`config.mk`:
```
export PLATFORM = sky130hd
export DESIGN_NAME = view_scroll_controller
export DESIGN_NICKNAME = d
export VERILOG_FILES = /design/src/rtl/view_scroll_controller.sv
export SDC_FILE = /design/constraint.sdc
export NUM_CORES = 1
export LEC_CHECK = 0
export BUFFER_PORTS_ARGS = -buffer_cell sky130_fd_sc_hd__buf_2
export CAP_MARGIN = 20
export CELL_PAD_IN_SITES_DETAIL_PLACEMENT = 1
export CELL_PAD_IN_SITES_GLOBAL_PLACEMENT = 1
export CORE_UTILIZATION = 39
export CTS_CLUSTER_DIAMETER = 150
export DETAILED_ROUTE_END_ITERATION = 10
export PLACE_DENSITY = 0.85
export SYNTH_ARGS = -nofsm -noshare
export SYNTH_HDL_FRONTEND = slang
export SYNTH_SLANG_ARGS = --single-unit
```
`constraint.sdc`:
```
create_clock -name i_clk -period 4.9 [get_ports i_clk]
set_input_delay 0.245 -clock i_clk [delete_from_list [all_inputs] [get_ports i_clk]]
set_output_delay 0.245 -clock i_clk [all_outputs]
set_load 0.005 [all_outputs]
```
`src/rtl/view_scroll_controller.sv`:
```
// Camera sequencer: scrolls the view up when the doodle climbs past mid-screen,
// requests a new platform row after each scroll, and latches game-over on a fall.
module view_scroll_controller #(
   parameter int unsigned SCREEN_HEIGHT = 480,
   parameter int unsigned BLOCK_HEIGHT  = 16,
   parameter int unsigned SCROLL_DIST   = SCREEN_HEIGHT >> 2,
   parameter int unsigned SCROLL_STEP   = 8
) (
   input  logic        i_clk,
   input  logic        i_reset,
   input  logic        i_frame_tick,
   input  logic [31:0] i_doodle_y,
   input  logic        i_restart,
   input  logic        i_spawn_ack,
   output logic [31:0] o_camera_y,
   output logic        o_scrolling,
   output logic        o_new_view,
   output logic        o_spawn_req,
   output logic [31:0] o_spawn_y,
   output logic        o_game_over,
   output logic [15:0] o_view_count
);

   typedef enum logic [1:0] {StIdle, StScroll, StSpawn, StOver} state_e;

   localparam logic [31:0] HalfScreen = 32'(SCREEN_HEIGHT >> 1);
   localparam logic [32:0] ViewSpan   = 33'(SCROLL_DIST) + 33'(SCREEN_HEIGHT);
   localparam logic [32:0] MaxY       = 33'h0_FFFF_FFFF;
   localparam logic [31:0] SpawnOfs   = 32'(SCREEN_HEIGHT - BLOCK_HEIGHT);
   localparam logic [31:0] Dist       = 32'(SCROLL_DIST);
   localparam logic [31:0] Step       = 32'(SCROLL_STEP);

   state_e      r_state, w_state_d;
   logic [31:0] r_camera_y, w_camera_y_d;
   logic [31:0] r_remaining, w_remaining_d;
   logic [31:0] r_spawn_y, w_spawn_y_d;
   logic [15:0] r_view_count, w_view_count_d;
   logic        r_new_view, w_new_view_d;
   logic        r_scrolling, w_scrolling_d;
   logic        r_spawn_req, w_spawn_req_d;
   logic        r_game_over, w_game_over_d;

   logic [31:0] w_step;
   logic        w_fall, w_rise, w_room;

   always_comb begin
      w_fall = i_doodle_y < r_camera_y;
      // Subtraction only matters when no fall, so it never underflows in use.
      w_rise = !w_fall && ((i_doodle_y - r_camera_y) > HalfScreen);
      w_room = ({1'b0, r_camera_y} + ViewSpan) <= MaxY;
      w_step = (r_remaining < Step) ? r_remaining : Step;
   end

   always_comb begin
      w_state_d      = r_state;
      w_camera_y_d   = r_camera_y;
      w_remaining_d  = r_remaining;
      w_spawn_y_d    = r_spawn_y;
      w_view_count_d = r_view_count;
      w_new_view_d   = 1'b0;
      if (i_restart) begin
         w_state_d      = StIdle;
         w_camera_y_d   = '0;
         w_remaining_d  = '0;
         w_spawn_y_d    = '0;
         w_view_count_d = '0;
      end else begin
         unique case (r_state)
            StIdle: begin
               if (i_frame_tick) begin
                  if (w_fall) begin
                     w_state_d = StOver;
                  end else if (w_rise && w_room) begin
                     w_state_d     = StScroll;
                     w_remaining_d = Dist;
                     w_new_view_d  = 1'b1;
                  end
               end
            end
            StScroll: begin
               if (i_frame_tick) begin
                  if (w_fall) begin
                     w_state_d = StOver;
                  end else begin
                     w_camera_y_d  = r_camera_y + w_step;
                     w_remaining_d = r_remaining - w_step;
                     if (r_remaining == w_step) begin
                        w_state_d   = StSpawn;
                        w_spawn_y_d = r_camera_y + w_step + SpawnOfs;
                     end
                  end
               end
            end
            StSpawn: begin
               if (i_spawn_ack) begin
                  w_state_d      = StIdle;
                  w_view_count_d = r_view_count + 16'd1;
               end
            end
            StOver: begin
            end
            default: w_state_d = StIdle;
         endcase
      end
      w_scrolling_d = (w_state_d == StScroll);
      w_spawn_req_d = (w_state_d == StSpawn);
      w_game_over_d = (w_state_d == StOver);
   end

   always_ff @(posedge i_clk or negedge i_reset) begin
      if (!i_reset) begin
         r_state      <= StIdle;
         r_camera_y   <= '0;
         r_remaining  <= '0;
         r_spawn_y    <= '0;
         r_view_count <= '0;
         r_new_view   <= 1'b0;
         r_scrolling  <= 1'b0;
         r_spawn_req  <= 1'b0;
         r_game_over  <= 1'b0;
      end else begin
         r_state      <= w_state_d;
         r_camera_y   <= w_camera_y_d;
         r_remaining  <= w_remaining_d;
         r_spawn_y    <= w_spawn_y_d;
         r_view_count <= w_view_count_d;
         r_new_view   <= w_new_view_d;
         r_scrolling  <= w_scrolling_d;
         r_spawn_req  <= w_spawn_req_d;
         r_game_over  <= w_game_over_d;
      end
   end

   assign o_camera_y   = r_camera_y;
   assign o_scrolling  = r_scrolling;
   assign o_new_view   = r_new_view;
   assign o_spawn_req  = r_spawn_req;
   assign o_spawn_y    = r_spawn_y;
   assign o_game_over  = r_game_over;
   assign o_view_count = r_view_count;

endmodule

```
==> metrics.txt, run 1 <==
Vias 12300; hpwl dp 32.1 mm; GRT Total Usage 0.312; cell area after synthesis 10700 sq um; worst-case reg-to-reg path depth 18; final slew viol count 0; commonest non-fill, non-tap cell in the layout nand2_1; type of the worst setup path flip-flop to flip-flop; fin crit period 4900 ps; Cells after Synth 1409; Crit Reg-Reg Startpoint r_remaining[22]; Cell Rows 60; DRC Markers 0; CTS root buf clkbuf_16; Iteration-0 DRC Markers 1102; total power 4.13 mW; clk buf depth 2; Ys Warns 0; Hold WS -36.2 ps; grt total ovfl 0; Pleak 5.80 nW; antenna fix cells 0; layout cell share with drive strength beyond 1 0.178; number of synthesized register bits 118; initial antenna violation count 0; H-tree depth 4; worst setup path end o_spawn_y[30]; status finished with violations; PD cells 321 nW/um^2; setup slack, reg-to-reg 4 ps; Via density 6.32; crit path max fanout 4; core area 27000 sq um; Syn Area/Cell 7.62 sq um; Tcrit/Tclk final 0.999; failing checks negative hold slack; Hold Fails Final Rpt 34; TritonCTS Buffers 17; critical path data arrival time 5170 ps; RSZ-0062 raised after global routing yes; Max IR drop VDD 0.246 mV; average wire per standard cell 22.8 um; vias in the first global route 12600; Top Ports 121; design area 12900 sq um; Worst-Skew Late Latency 440 ps; Crit. End Element flip-flop; Main synth FF type dfrtp_1; CTS Hold Buffers Added 0; EDFF count, synth 0; nets 1693; Worst Hold Class input pin to asynchronous set/reset pin; first-pass GRT wire length 69.5 mm; area grow syn2layout 19.7%; clk slew on worst S/H paths 70 ps; Die H 168 um; worst rel slew slack 0.320; ANT nets after route 0; final count of negative-setup-slack endpoints 0; Max Fclk 0.204 GHz; CP Launch Point r_remaining[22]; Starting Density 0.399; IO buf count 120; fraction of synthesis flops using an asynchronous set or reset pin 1.00; DP Area 12100 sq um; die area 28200 sq um; CP required 5180 ps; gpl congestion 0.958; final core occ 0.477; Worst Setup Start Kind flip-flop; die width 168 um; Maximum Capacitance Violations 0; largest net degree at the start of global routing 74; RR Endpoint o_spawn_y[30]; Setup Skew 12.1 ps; register area share after synthesis 0.275; Distinct cells, synth 90; commonest non-fill, non-tap cells in the layout 185 x nand2_1, 136 x nor2_1, 132 x a21oi_1; CTS tree built; DR pass1 iterations 5; # clock sinks 118; total wire length 44.2 mm; Tightest Pin Transition 1010 ps
[worst max-delay path, cell delays in order (launching register included)]
cell,delay [ps]
dfrtp_1,430
or4_4,590
nor3_4,230
and3_4,230
and2_2,200
inv_1,100
ha_1,340
o211ai_1,290
buf_4,170
a21o_1,100
a21oi_2,70
buf_4,160
o21ai_0,460
or3_1,220
o311ai_2,160
nand4b_1,350
nor4_4,350
xnor2_1,190
o21ai_1,100
[timing repair]
action / in CTS / in global routing
gates cloned: 0 / 0
pin swaps: 3 / 4
setup buffers: 2 / 1
hold endpoints to repair: 0 / 0
endpoints found under the setup margin: 16 / 21
resized for setup: 10 / 23
[area by class of cell]
| class | instances | area (sq um) |
|---|---|---|
| sequential | 118 | 2950 |
| multi-input combinational | 1197 | 7560 |
| inverter | 64 | 240 |
| tap | 341 | 427 |
| timing repair buffer | 188 | 1120 |
| fill | 3365 | 14100 |
| clock inverter | 14 | 118 |
| clock buffer | 18 | 439 |
[worst min-delay path by stage]
stage	from	end	slack, ps	depth (start not counted)
2_1_floorplan	i_reset	o_camera_y[0]	-50	0
3_3_place_gp	i_reset	r_remaining[15]	460	1
3_5_place_dp	i_reset	r_remaining[25]	470	1
4_1_cts	i_reset	r_remaining[17]	10	1
5_1_grt	i_reset	r_remaining[25]	50	1
6_report	i_reset	r_remaining[25]	-40	1
[synth_stat cells (all sizes together) (6+ instances only)]
master / count / area (sq um)
nand2: 186 / 701
nor2: 138 / 521
a21oi: 137 / 704
dfrtp: 118 / 2950
o21ai: 108 / 544
ha: 68 / 851
inv: 64 / 240
nand3: 43 / 215
nor3: 40 / 200
clkbuf: 39 / 149
xor2: 33 / 289
xnor2: 31 / 272
nand4: 27 / 175
o21a: 24 / 181
a21o: 23 / 173
a31oi: 22 / 138
and3: 20 / 125
nor4: 20 / 168
a211oi: 17 / 138
buf: 17 / 96.3
and2: 16 / 100
nand2b: 16 / 100
or3: 14 / 87.6
nor2b: 11 / 68.8
o31ai: 11 / 82.6
o211ai: 10 / 80.1
or4: 10 / 78.8
o31a: 8 / 70.1
a211o: 7 / 61.3
mux2i: 7 / 70.1
nand3b: 7 / 52.6
or2: 7 / 43.8
a2111oi: 6 / 65.1
a21boi: 6 / 45.0
a22oi: 6 / 45.0
a31o: 6 / 52.6
and4: 6 / 52.6
o21bai: 6 / 45.0
o311ai: 6 / 52.6
[metrics by stage]
| step | setup slack (ps) | hold WS, ps | setup TNS (ps) | std cells |
|---|---|---|---|---|
| final | 4.04 | -36.2 | 0 | 1940 |
| after global placement | 50.9 | 457 | 0 | 1905 |
| after global routing | -37.8 | 47.6 | -131 | 1940 |
| after floorplan | 244 | -50.6 | 0 | 1435 |
| after detailed placement | -151 | 470 | -791 | 1905 |
| after CTS | 23.9 | 10.9 | 0 | 1939 |
[layer usage]
| layer | vias to the layer above | GRT usage | wire [um] |
|---|---|---|---|
| li1 | 5484 | - | - |
| met1 | 6049 | 0.400 | 18200 |
| met2 | 576 | 0.520 | 20800 |
| met3 | 160 | 0.0440 | 3270 |
| met4 | 0 | 0.139 | 1910 |
| met5 | - | 0 | 0 |
[flip-flops by register name, indices dropped and copies added, names as in the netlist]
signal and flops:
o_camera_y 32, r_remaining 32, o_spawn_y 32, o_game_over 1, r_state 2, o_spawn_req 1, o_new_view 1, o_view_count 16
o_scrolling 1
[power breakdown]
group	internal [mW]	switching [mW]
Clock	0.674	0.559
Combinational	0.639	1.11
Sequential	1.06	0.0963
[cell families after synthesis]
family,share of synthesized area
DFF,0.275
muxes,0.00862
and+or+nand+nor,0.263
AOI/OAI and AO/OA,0.273
xor gates and xnor gates,0.0522
other,0.000699
buffers and inverters,0.0452
adders and majority gates,0.0829
No activity file was read; power rests on OpenSTA's default activity.
==> run 2: changes to the inputs <==
--- a/config.mk
+++ b/config.mk
@@ -9,10 +9,11 @@
 export CAP_MARGIN = 20
 export CELL_PAD_IN_SITES_DETAIL_PLACEMENT = 1
 export CELL_PAD_IN_SITES_GLOBAL_PLACEMENT = 1
+export CORE_ASPECT_RATIO = 0.8
 export CORE_UTILIZATION = 39
 export CTS_CLUSTER_DIAMETER = 150
 export DETAILED_ROUTE_END_ITERATION = 10
-export PLACE_DENSITY = 0.85
+export PLACE_DENSITY = 0.86
 export SYNTH_ARGS = -nofsm -noshare
 export SYNTH_HDL_FRONTEND = slang
 export SYNTH_SLANG_ARGS = --single-unit
==> run 2 against run 1 <==
  * The run now ends clean
  * Sequential power hardly changed
  * Hold slack better by 430 ps
  * Via count is 0.65% lower
  * Worst setup slack better by 35 ps
  * Combinational power is 5% higher
  * Critical path depth is 1 higher
  * Sequential share of layout area is 0.41 points lower
  * Non-clock buffer count is 22 higher
  * Clock power is 9% higher
  * Register-to-register slack better by 40 ps
  * Sequential cell count stayed put
  * Cell count is 1.9% higher
  * Largest cell class unchanged
==> metrics.txt, run 2 (same netlist as run 1, synthesis figures left out) <==
status complete, no violations; largest net degree at the start of global routing 68 (-8.1%); placed insts 1937 (+1.7%); DRC Markers 0 (unchanged); Worst-Skew Late Latency 440 ps (about the same); gpl congestion 1.04 (+8.5%); Setup Skew 14.5 ps (+2.40 ps); first-pass GRT wire length 69.0 mm (-0.69%); setup slack, reg-to-reg 40 ps (+40 ps); GRT Total Usage 0.314 (+0.00211); Crit. End Element flip-flop; DP Worst Slack -162 ps (-10.4 ps); Via density 6.17 (-2.5%); core area 26700 sq um (-1.1%); layout cell share with drive strength beyond 1 0.188 (+0.0100); vias in the first global route 12100 (-3.7%); CTS root buf clkbuf_16; worst rel slew slack 0.385 (+0.0658); commonest non-fill, non-tap cells in the layout 185 x nand2_1, 135 x nor2_1, 132 x a21oi_1; Tightest Pin Transition 922 ps (-88.0 ps); Hold Path End o_new_view; CTS tree built; total wire length 44.8 mm (+1.4%); Top Ports 121 (unchanged); clk slew on worst S/H paths 60 ps (about the same); clk buf depth 2 (unchanged); grt total ovfl 0 (unchanged); average wire per standard cell 22.7 um (-0.52%); DR pass1 iterations 7 (+2); IO buf count 120 (unchanged); hpwl dp 34.0 mm (+6.0%); die area 28200 sq um (about the same); worst-case reg-to-reg path depth 19 (+1); Tcrit/Tclk final 0.992 (-0.00717); die width 188 um (+12%); Worst Setup Start Kind flip-flop; Iteration-0 DRC Markers 1181 (+7.2%); ANT nets after route 0 (unchanged); Die H 150 um (-10%); Crit Reg-Reg Startpoint r_remaining[22]; # clock sinks 118 (unchanged); fin crit period 4860 ps (-35.1 ps); antenna fix cells 0 (unchanged); Hold Fails Final Rpt 0 (-100%); H-tree depth 4 (unchanged); commonest non-fill, non-tap cell in the layout nand2_1; PD cells 329 nW/um^2 (+2.3%); RR Endpoint o_spawn_y[25]; critical path data arrival time 5160 ps (about the same); initial antenna violation count 1 (+1); final slew viol count 0 (unchanged); Worst Hold Class input pin to flip-flop; TritonCTS Buffers 17 (unchanged); Hold Path Stages 5; nets 1715 (+1.3%); crit path max fanout 4 (unchanged); start point of the worst hold path i_frame_tick; type of the worst setup path flip-flop to flip-flop; Max IR drop VDD 0.286 mV (+16%); Finished Layout Cells 1977 (+1.9%); area grow syn2layout 21.9%; Max Fclk 0.206 GHz (+0.72%); Pleak 5.92 nW (+2.1%); Vias 12200 (-0.65%); Maximum Capacitance Violations 0 (unchanged); Starting Density 0.403 (+0.00438); final count of negative-setup-slack endpoints 0 (unchanged); Cell Rows 53 (-12%); final worst setup slack 39.2 ps (+35.1 ps); CP required 5200 ps (+20 ps)
[run 2: cell types whose count changed in the layout (fill, tap and decap cells not counted), moves of 3 or more]
cell and change:
clkbuf_8 +3, bufinv_16 +3, inv_6 -4, buf_4 +22, clkinv_4 -3
[run 2: worst max-delay path: stages, from the launching register on]
cell,delay [ps]
dfrtp_1,410
or4_4,580
nor3_4,200
and3_4,230
and2_4,170
inv_1,80
ha_2,310
o211ai_1,200
buf_4,170
a21oi_4,40
o2111a_2,290
o31a_1,260
or4b_4,580
nor4_4,320
buf_4,170
nand4b_4,150
buf_4,190
nor2_1,130
xnor2_1,140
o21ai_0,110
[run 2: worst max path at each step]
| stage | startpoint | slack (ps) | endpoint | cells after the start |
|---|---|---|---|---|
| after floorplan | r_remaining[9] | 240 | o_spawn_y[31] | 17 |
| after global placement | r_remaining[10] | 40 | o_spawn_y[31] | 19 |
| after detailed placement | r_remaining[10] | -160 | o_spawn_y[31] | 18 |
| after CTS | r_remaining[10] | 6 | o_spawn_y[31] | 17 |
| after global routing | r_remaining[22] | -120 | o_spawn_y[28] | 18 |
| final | r_remaining[22] | 40 | o_spawn_y[25] | 19 |
[run 2: layout make-up]
| class | instances | area [sq um] |
|---|---|---|
| Clock inverter | 8 | 121 |
| Clock buffer | 23 | 488 |
| Inverter | 64 | 240 |
| Multi-Input combinational cell | 1197 | 7560 |
| Tap cell | 357 | 447 |
| Sequential cell | 118 | 2950 |
| Timing Repair Buffer | 210 | 1280 |
| Fill cell | 3374 | 13600 |
[run 2: timing repair]
action / in CTS / in global routing
hold endpoints to repair: 66 / 0
hold buffers: 1 / 0
resized for setup: 17 / 17
buffers inserted: 1 / 7
endpoints found under the setup margin: 20 / 21
pin swaps: 3 / 10
[run 2: routing by layer]
metal  track usage  vias to the layer above  share of wire
met5             0                        -        0.00027
met4         0.110                        2          0.032
met3        0.0541                      103          0.070
met2         0.496                      500           0.45
met1         0.431                     6062           0.45
li1              -                     5522              -
[run 2: stage by stage]
stage / setup TNS (ps) / area, sq um / utilization / hold WS [ps] / power (mW)
floorplan: 0 / 10800 / - / -50.6 / 2.17
global placement: 0 / 12300 / 0.460 / 405 / 2.72
detailed placement: -716 / 12300 / 0.460 / 405 / 2.79
CTS: 0 / 13000 / 0.486 / 356 / 4.17
global route: -808 / 13100 / 0.491 / 396 / 4.49
finish: 0 / 13100 / 0.491 / 391 / 4.30
[run 2: report_power, final]
group / switching [mW] / internal, mW
Combinational: 1.15 / 0.680
Sequential: 0.0820 / 1.06
Clock: 0.487 / 0.849
